<file path="src/rtl/serial_sub_8_if.sv">
// rtl/serial_sub_8_if.sv - start/done handshake and operand/result bundle for serial_sub_8
interface serial_sub_8_if #(
  parameter int WIDTH = 8
);
  logic             start;
  logic [WIDTH-1:0] a;
  logic [WIDTH-1:0] b;
  logic             bin;
  logic             busy;
  logic             done;
  logic [WIDTH-1:0] diff;
  logic             borrow;
  logic             ovf;

  modport master (
    output start, a, b, bin,
    input  busy, done, diff, borrow, ovf
  );

  modport slave (
    input  start, a, b, bin,
    output busy, done, diff, borrow, ovf
  );
endinterface

</file>
<file path="src/rtl/serial_sub_8.sv">
// rtl/serial_sub_8.sv - bit-serial subtractor, diff = a - b - bin, one bit per clock LSB first
module serial_sub_8 #(
  parameter int WIDTH = 8
) (
  input  logic         clk,
  input  logic         rst_n,
  serial_sub_8_if.slave bus
);
  localparam int CW = (WIDTH > 1) ? $clog2(WIDTH) : 1;

  typedef enum logic [1:0] {IDLE, SHIFT, DONE_ST} state_t;

  state_t           state;
  state_t           state_nxt;
  logic [WIDTH-1:0] a_sr;
  logic [WIDTH-1:0] b_sr;
  logic [WIDTH-2:0] res;
  logic [CW-1:0]    cnt;
  logic             br;
  logic [WIDTH-1:0] diff_r;
  logic             borrow_r;
  logic             ovf_r;

  logic d;
  logic br_nxt;
  logic last;

  assign d      = a_sr[0] ^ b_sr[0] ^ br;
  assign br_nxt = (~a_sr[0] & b_sr[0]) | (~(a_sr[0] ^ b_sr[0]) & br);
  assign last   = (cnt == CW'(WIDTH - 1));

  always_ff @(posedge clk) begin
    if (!rst_n) begin
      state <= IDLE;
    end else begin
      state <= state_nxt;
    end
  end

  always_comb begin
    state_nxt = state;
    case (state)
      IDLE:    if (bus.start) state_nxt = SHIFT;
      SHIFT:   if (last)      state_nxt = DONE_ST;
      DONE_ST: state_nxt = IDLE;
      default: state_nxt = IDLE;
    endcase
  end

  always_comb begin
    bus.busy   = (state != IDLE);
    bus.done   = (state == DONE_ST);
    bus.diff   = diff_r;
    bus.borrow = borrow_r;
    bus.ovf    = ovf_r;
  end

  // Results only move on the completion edge so they hold through IDLE and the next operation.
  always_ff @(posedge clk) begin
    if (!rst_n) begin
      a_sr     <= '0;
      b_sr     <= '0;
      res      <= '0;
      cnt      <= '0;
      br       <= 1'b0;
      diff_r   <= '0;
      borrow_r <= 1'b0;
      ovf_r    <= 1'b0;
    end else begin
      case (state)
        IDLE: begin
          if (bus.start) begin
            a_sr <= bus.a;
            b_sr <= bus.b;
            br   <= bus.bin;
            cnt  <= '0;
          end
        end
        SHIFT: begin
          res  <= {d, res[WIDTH-2:1]};
          a_sr <= a_sr >> 1;
          b_sr <= b_sr >> 1;
          br   <= br_nxt;
          cnt  <= cnt + CW'(1);
          if (last) begin
            diff_r   <= {d, res};
            borrow_r <= br_nxt;
            // br is still the borrow into the MSB on this edge
            ovf_r    <= br ^ br_nxt;
          end
        end
        default: begin
        end
      endcase
    end
  end
endmodule

</file>
<file path="src/flat_wrapper.sv">
// flat-port wrapper written by rule: the top's interface ports become plain ports
module serial_sub_8_flat 
#(
  parameter int WIDTH = 8
)
  (clk, rst_n, bus_start, bus_a, bus_b, bus_bin, bus_busy, bus_done, bus_diff, bus_borrow, bus_ovf);
  serial_sub_8_if #(.WIDTH(WIDTH)) bus_i ();
  input  logic clk;
  input  logic rst_n;
  input wire logic [$bits(bus_i.start)-1:0] bus_start;
  input wire logic [$bits(bus_i.a)-1:0] bus_a;
  input wire logic [$bits(bus_i.b)-1:0] bus_b;
  input wire logic [$bits(bus_i.bin)-1:0] bus_bin;
  output wire logic [$bits(bus_i.busy)-1:0] bus_busy;
  output wire logic [$bits(bus_i.done)-1:0] bus_done;
  output wire logic [$bits(bus_i.diff)-1:0] bus_diff;
  output wire logic [$bits(bus_i.borrow)-1:0] bus_borrow;
  output wire logic [$bits(bus_i.ovf)-1:0] bus_ovf;
  assign bus_i.start = bus_start;
  assign bus_i.a = bus_a;
  assign bus_i.b = bus_b;
  assign bus_i.bin = bus_bin;
  assign bus_busy = bus_i.busy;
  assign bus_done = bus_i.done;
  assign bus_diff = bus_i.diff;
  assign bus_borrow = bus_i.borrow;
  assign bus_ovf = bus_i.ovf;
  serial_sub_8 #(.WIDTH(WIDTH)) u_core (.clk(clk), .rst_n(rst_n), .bus(bus_i));
endmodule
</file>
<file path="config.mk">
export PLATFORM = sky130hd
export DESIGN_NAME = serial_sub_8_flat
export DESIGN_NICKNAME = d
export VERILOG_FILES = /design/src/rtl/serial_sub_8_if.sv /design/src/rtl/serial_sub_8.sv /design/src/flat_wrapper.sv
export SDC_FILE = /design/constraint.sdc
export NUM_CORES = 1
export LEC_CHECK = 0
export BUFFER_PORTS_ARGS = -buffer_cell sky130_fd_sc_hd__buf_2
export CORE_UTILIZATION = 58
export DETAILED_ROUTE_END_ITERATION = 12
export GPL_TIMING_DRIVEN = 0
export PLACE_DENSITY = 0.91
export SKIP_CTS_REPAIR_TIMING = 1
export SLEW_MARGIN = 25
export SYNTH_ARGS = -nofsm -noshare
export SYNTH_HDL_FRONTEND = slang
export SYNTH_SLANG_ARGS = --single-unit
</file>
<file path="constraint.sdc">
create_clock -name clk -period 2 [get_ports clk]
set_input_delay 0.1 -clock clk [delete_from_list [all_inputs] [get_ports clk]]
set_output_delay 0.1 -clock clk [all_outputs]
set_load 0.01 [all_outputs]
</file>
; ---- Word level (Yosys, flattened, before mapping)
; Index checks and enable logic that the tools add are counted.
[word_totals]
regBits = 39
latchBits = 0
ramBits = 0
rom_bits = 0
inputBits = 20
wordCells = 40
mem_count = 0
[op_classes]
n_addsub = 1
n_mul = 0
div_mod_pow = 0
order_cmp = 0
eq_ne = 5
shift = 0
mux = 11
bitwise_logic = 8
n_reduce_logical = 6
[ops]
columns = op, count
row1 = $pmux W8 S2, 2
row2 = $mux W8, 2
row3 = $pmux W3 S2, 1
row4 = $reduce_and A2 Y1, 3
row5 = $mux W2, 2
row6 = $pmux W2 S2, 1
row7 = $reduce_bool A2 Y1, 2
row8 = $add A3 B1 Y3 const B, 1
row9 = $eq A3 B3 Y1 const B, 1
row10 = $mux W3, 1
row11 = $xor A1 B1 Y1, 3
row12 = $and A1 B1 Y1, 2
row13 = $eq A2 B1 Y1 const B, 1
row14 = $eq A2 B2 Y1 const B, 1
row15 = $logic_not A2 Y1, 1
row16 = $ne A2 B1 Y1 const B, 1
row17 = $ne A2 B2 Y1 const B, 1
row18 = $not A1 Y1, 2
row19 = $pmux W1 S2, 1
row20 = $mux W1, 1
row21 = $or A1 B1 Y1, 1

; ---- Logic depth before layout (Yosys ltp)
[logic_depth]
ltp_word = 5
depth_mapped = 6
depth_no_buf = 5

; ---- Least setup slack after synthesis
; Ideal clock, no wire load.
[synth_path]
path_type = register -> register
from = register u_core.cnt[0]
to = register u_core.borrow_r, in the netlist u_core.bus.borrow
setup_ns = 0.116
t_arrival_ns = 1.210
slack_ns = 0.674
path_stages_with_launch = 6
synth_period_minus_slack_ns = 1.326
cell_sequence = dfxtp_1 > ha_1 > ha_1 > and3b_1 > buf_2 > o211a_1
[synth_between]
elab_chain_cells = 2
[synth_rtl]
columns = element, line
row1 = start: declaration, serial_sub_8.sv:18  ; logic [CW-1:0] cnt;
row2 = start signal: assignment, serial_sub_8.sv:84  ; cnt <= cnt + CW'(1);
row3 = $eq A3 B3 Y1, serial_sub_8.sv:30  ; assign last = (cnt == CW'(WIDTH - 1));
row4 = $reduce_and A2 Y1 (no source line), -
row5 = end signal: assignment, serial_sub_8.sv:87  ; borrow_r <= br_nxt;
row6 = end: declaration, serial_sub_8.sv:21  ; logic borrow_r;
; No other way between the ends.
; A chain may end at the register's enable or synchronous reset.

; ---- Final worst setup path
[layout_path]
from = register u_core.cnt[0]
to = register u_core.diff_r[4], in the netlist u_core.bus.diff[4]
[layout_between]
elab_chain_cells = 2
[layout_rtl]
columns = element, line
row1 = $eq A3 B3 Y1, serial_sub_8.sv:30
row2 = $reduce_and A2 Y1 (no source line), -
row3 = end signal: assignment, serial_sub_8.sv:86  ; diff_r <= {d, res};
row4 = end: declaration, serial_sub_8.sv:20  ; logic [WIDTH-1:0] diff_r;
; No other way between the ends.

==> flow_summary_export.csv <==
group,metric,value,unit
route,ant_nets,0,
route,viasPerCell,5.354,
power_and_ir_drop,peakVddDrop,0.9445,mV
grt,antenna_found_initial,0,
die,num_io_pins,32,
logic_synthesis,synth_cells,177,
worst_setup_path,rr_startpoint,"u_core.cnt[0]",
logic_synthesis,synth_fa_ha_area_share,2.717,%
clocking,cts_buffer_depth,2,
power_and_ir_drop,p_leak,0.8044,nW
worst_setup_path,crit_buf_inv,1,
grt,track_usage,22.32,%
cells_and_area,drive_gt1_share,26.98,%
clocking,htree_levels,2,
flow_run,cap_violations,0,
logic_synthesis,synthFlopType,"dfxtp_1",
clocking,cts_tree,"built",
sta,hold_ws,22.46,ps
cells_and_area,antenna_cells,0,
worst_setup_path,crit_fanout,10,
worst_setup_path,cpLargestDelayFamily,"flip-flops",
grt,grt_start_max_net_pins,13,
min_path,hp-class,"in2reg",
power_and_ir_drop,seqPwrFrac,53.3,%
cells_and_area,syn2layout_area_growth,16.60,%
sta,layout_setup_ws,541.5,ps
worst_setup_path,slowest_stage,"dfxtp_1",
sta,worst_slew_pin_slew,532.1,ps
die,core_region_area,2734,µm²
min_path,min_from,"bus_b[7]",
route,drt_iter0_markers,33,
place,placedInstanceArea,1847,µm²
place,post-place-ws,550.1,ps
worst_setup_path,crit_start,"u_core.cnt[0]",
die,start_util,60.64,%
logic_synthesis,synth_edf_count,0,
cells_and_area,post-route-util,70.71,%
sta,setup_tns,0,ps
logic_synthesis,synth_top_area_share,47.09,%
sta,setup_viol,0,
worst_setup_path,critPathKind,"reg2reg",
sta,fmax,0.6857,GHz
logic_synthesis,synth_top_family_by_area,"compound AO/OA/AOI/OAI gates",
sta,slew_viol_final,0,
logic_synthesis,synth.area.top_cells,"dfxtp_1 47%, o221ai_2 9.1%, a21boi_0 8.2%",
grt,grt_pass1_wl,5285,µm
sta,relSlewSlack,64.53,%
route,wl_per_cell,12.61,µm
logic_synthesis,syn_area,1658,µm²
die,die_w,55.47,µm
power_and_ir_drop,clock_power_share,35.4,%
clocking,cts_buffers,5,
die,die-area,3076,µm²
worst_setup_path,crit_chain,"ha_1 > ha_1 > and3b_1 > buf_2 > nand2_1 > a21boi_0",
logic_synthesis,synth_compound_area_share,24.23,%
logic_synthesis,synth_commonest_cells,"39 x dfxtp_1, 35 x nand2_1, 27 x nor2_1",
logic_synthesis,synth_fp_nets,200,
worst_setup_path,endpoint_kind,"register",
logic_synthesis,yosys.area_share.simple,19.92,%
grt,grt_pass1_vias,1238,
grt,overflow,0,
logic_synthesis,synthArstFlopShare,0,%
die,std_cell_rows,19,
worst_setup_path,worstPathRequired,2280,ps
cells_and_area,fillers,237,
power_and_ir_drop,sw_frac_of_total,24.22,%
logic_synthesis,syn_avg_cell_area,9.366,µm²
route,wl,3101,µm
worst_setup_path,cpMostUsedCell,"ha_1",
route,dr.pass1.iters,4,
clocking,cts_root_buffer,"clkbuf_4",
logic_synthesis,synth_xor_area_share,0.5283,%
logic_synthesis,synth_most_common_cell,"dfxtp_1",
status,outcome,"finished clean",
power_and_ir_drop,powerDensity,814.3,nW/µm²
sta,hold_violations,0,
logic_synthesis,synth-seq-area-share,47.09,%
power_and_ir_drop,p_comb_share,11.4,%
logic_synthesis,synth_cell_types,29,
worst_setup_path,arrival,1740,ps
cells_and_area,stdcell_area,1933,µm²
power_and_ir_drop,switchingPower,381.2,µW
sta,fin_crit_sh,72.92,%
worst_setup_path,slowest_delay,380,ps
clocking,clkTransAtPathRegs,110,ps
power_and_ir_drop,p_int,1.193,mW
sta,rsz0062_at_grt,"no",
sta,clock_skew,5.399,ps
worst_setup_path,cp-start-kind,"register",
sta,min_period,1458,ps
route,num_vias,1317,
place,port_buffers,30,
logic_synthesis,yosysTopAreaCell,"dfxtp_1",
logic_synthesis,ys_seq_elements,39,
die,die_h,55.47,µm
logic_synthesis,ys.warnings.count,0,
cells_and_area,layout.nets,237,
clocking,cts_sinks,39,
route,drc,0,
logic_synthesis,synth_mux_area_share,0,%
place,gp_congestion,0.8068,
clocking,clkLatencyLatePin,350,ps
place,dpl.hpwl,2238,µm
cells by family after synthesis:
family	count (synthesis)
xor+xnor	1
buf+inv	16
simple gates	75
compound gates	43
flops	39
fa+ha+maj	3
power groups by stage:
stage / sequential (mW) / combinational, mW / clock (mW)
after detailed placement: 0.856 / 0.179 / 0
after global placement: 0.854 / 0.173 / 0
final: 0.838 / 0.179 / 0.556
after CTS: 0.838 / 0.179 / 0.566
after floorplan: 0.849 / 0.130 / 0
after global routing: 0.843 / 0.197 / 0.604
worst paths after layout:
path,depth (start not counted),slack [ps],end
hold reg to reg,2,470,u_core.bus.diff[3]
setup reg to reg,6,540,u_core.bus.diff[4]
setup / recovery,6,540,u_core.bus.diff[4]
hold / removal,3,20,u_core.b_sr[7]
placed cells by master, fill, tap and decap left out, types with 2 or more instances in the layout:
cell       count
nor2_1        27
nor2b_1        4
nand4bb_1      2
clkbuf_4       5
o221ai_2      10
dfxtp_1       39
a21oi_1        2
clkbuf_1       5
o211a_1        2
inv_1          3
o21ai_0        2
a22oi_1        2
o221ai_1       5
ha_1           2
nand2_1       35
a21boi_0      18
buf_2         36
layer usage:
layer,wire length (µm),share of wire [%],up-vias,GRT usage [%]
li1,-,-,685,-
met1,1403,45,594,24.85
met2,1495,48,33,38.04
met3,149,4.8,5,8.197
met4,53,1.7,0,9.643
met5,0,0,-,0
metrics by stage:
step | cells | power [mW]
2_1_floorplan | 177 | 0.9795
3_3_place_gp | 238 | 1.027
3_5_place_dp | 238 | 1.035
4_1_cts | 246 | 1.584
5_1_grt | 246 | 1.645
6_report | 246 | 1.574
registers in the layout, summed over array words and instances, names as in the netlist:
register	cells
u_core.a_sr	8
u_core.b_sr	8
u_core.br	1
u_core.bus.borrow	1
u_core.bus.diff	8
u_core.bus.ovf	1
u_core.cnt	3
u_core.res	7
u_core.state	2
area by class of cell:
| type | instances | area (µm²) | share of cell area (%) |
|---|---|---|---|
| multi-input combinational | 122 | 785.8 | 40.65 |
| sequential | 39 | 780.7 | 40.39 |
| timing repair buffer | 30 | 150.1 | 7.767 |
| buffer | 13 | 80.08 | 4.142 |
| clock buffer | 6 | 51.30 | 2.654 |
| tap | 31 | 38.79 | 2.006 |
| clock inverter | 2 | 35.03 | 1.812 |
| inverter | 3 | 11.26 | 0.5825 |
worst register-to-register path: cells and delay by family, from the launching register on:
family / cells / cell delay (ps)
fa+ha+maj: 2 / 360
flops: 1 / 380
compound gates: 1 / 150
simple gates: 2 / 290
buf+inv: 1 / 220
Note: power is estimated with default switching activity, not from simulation.
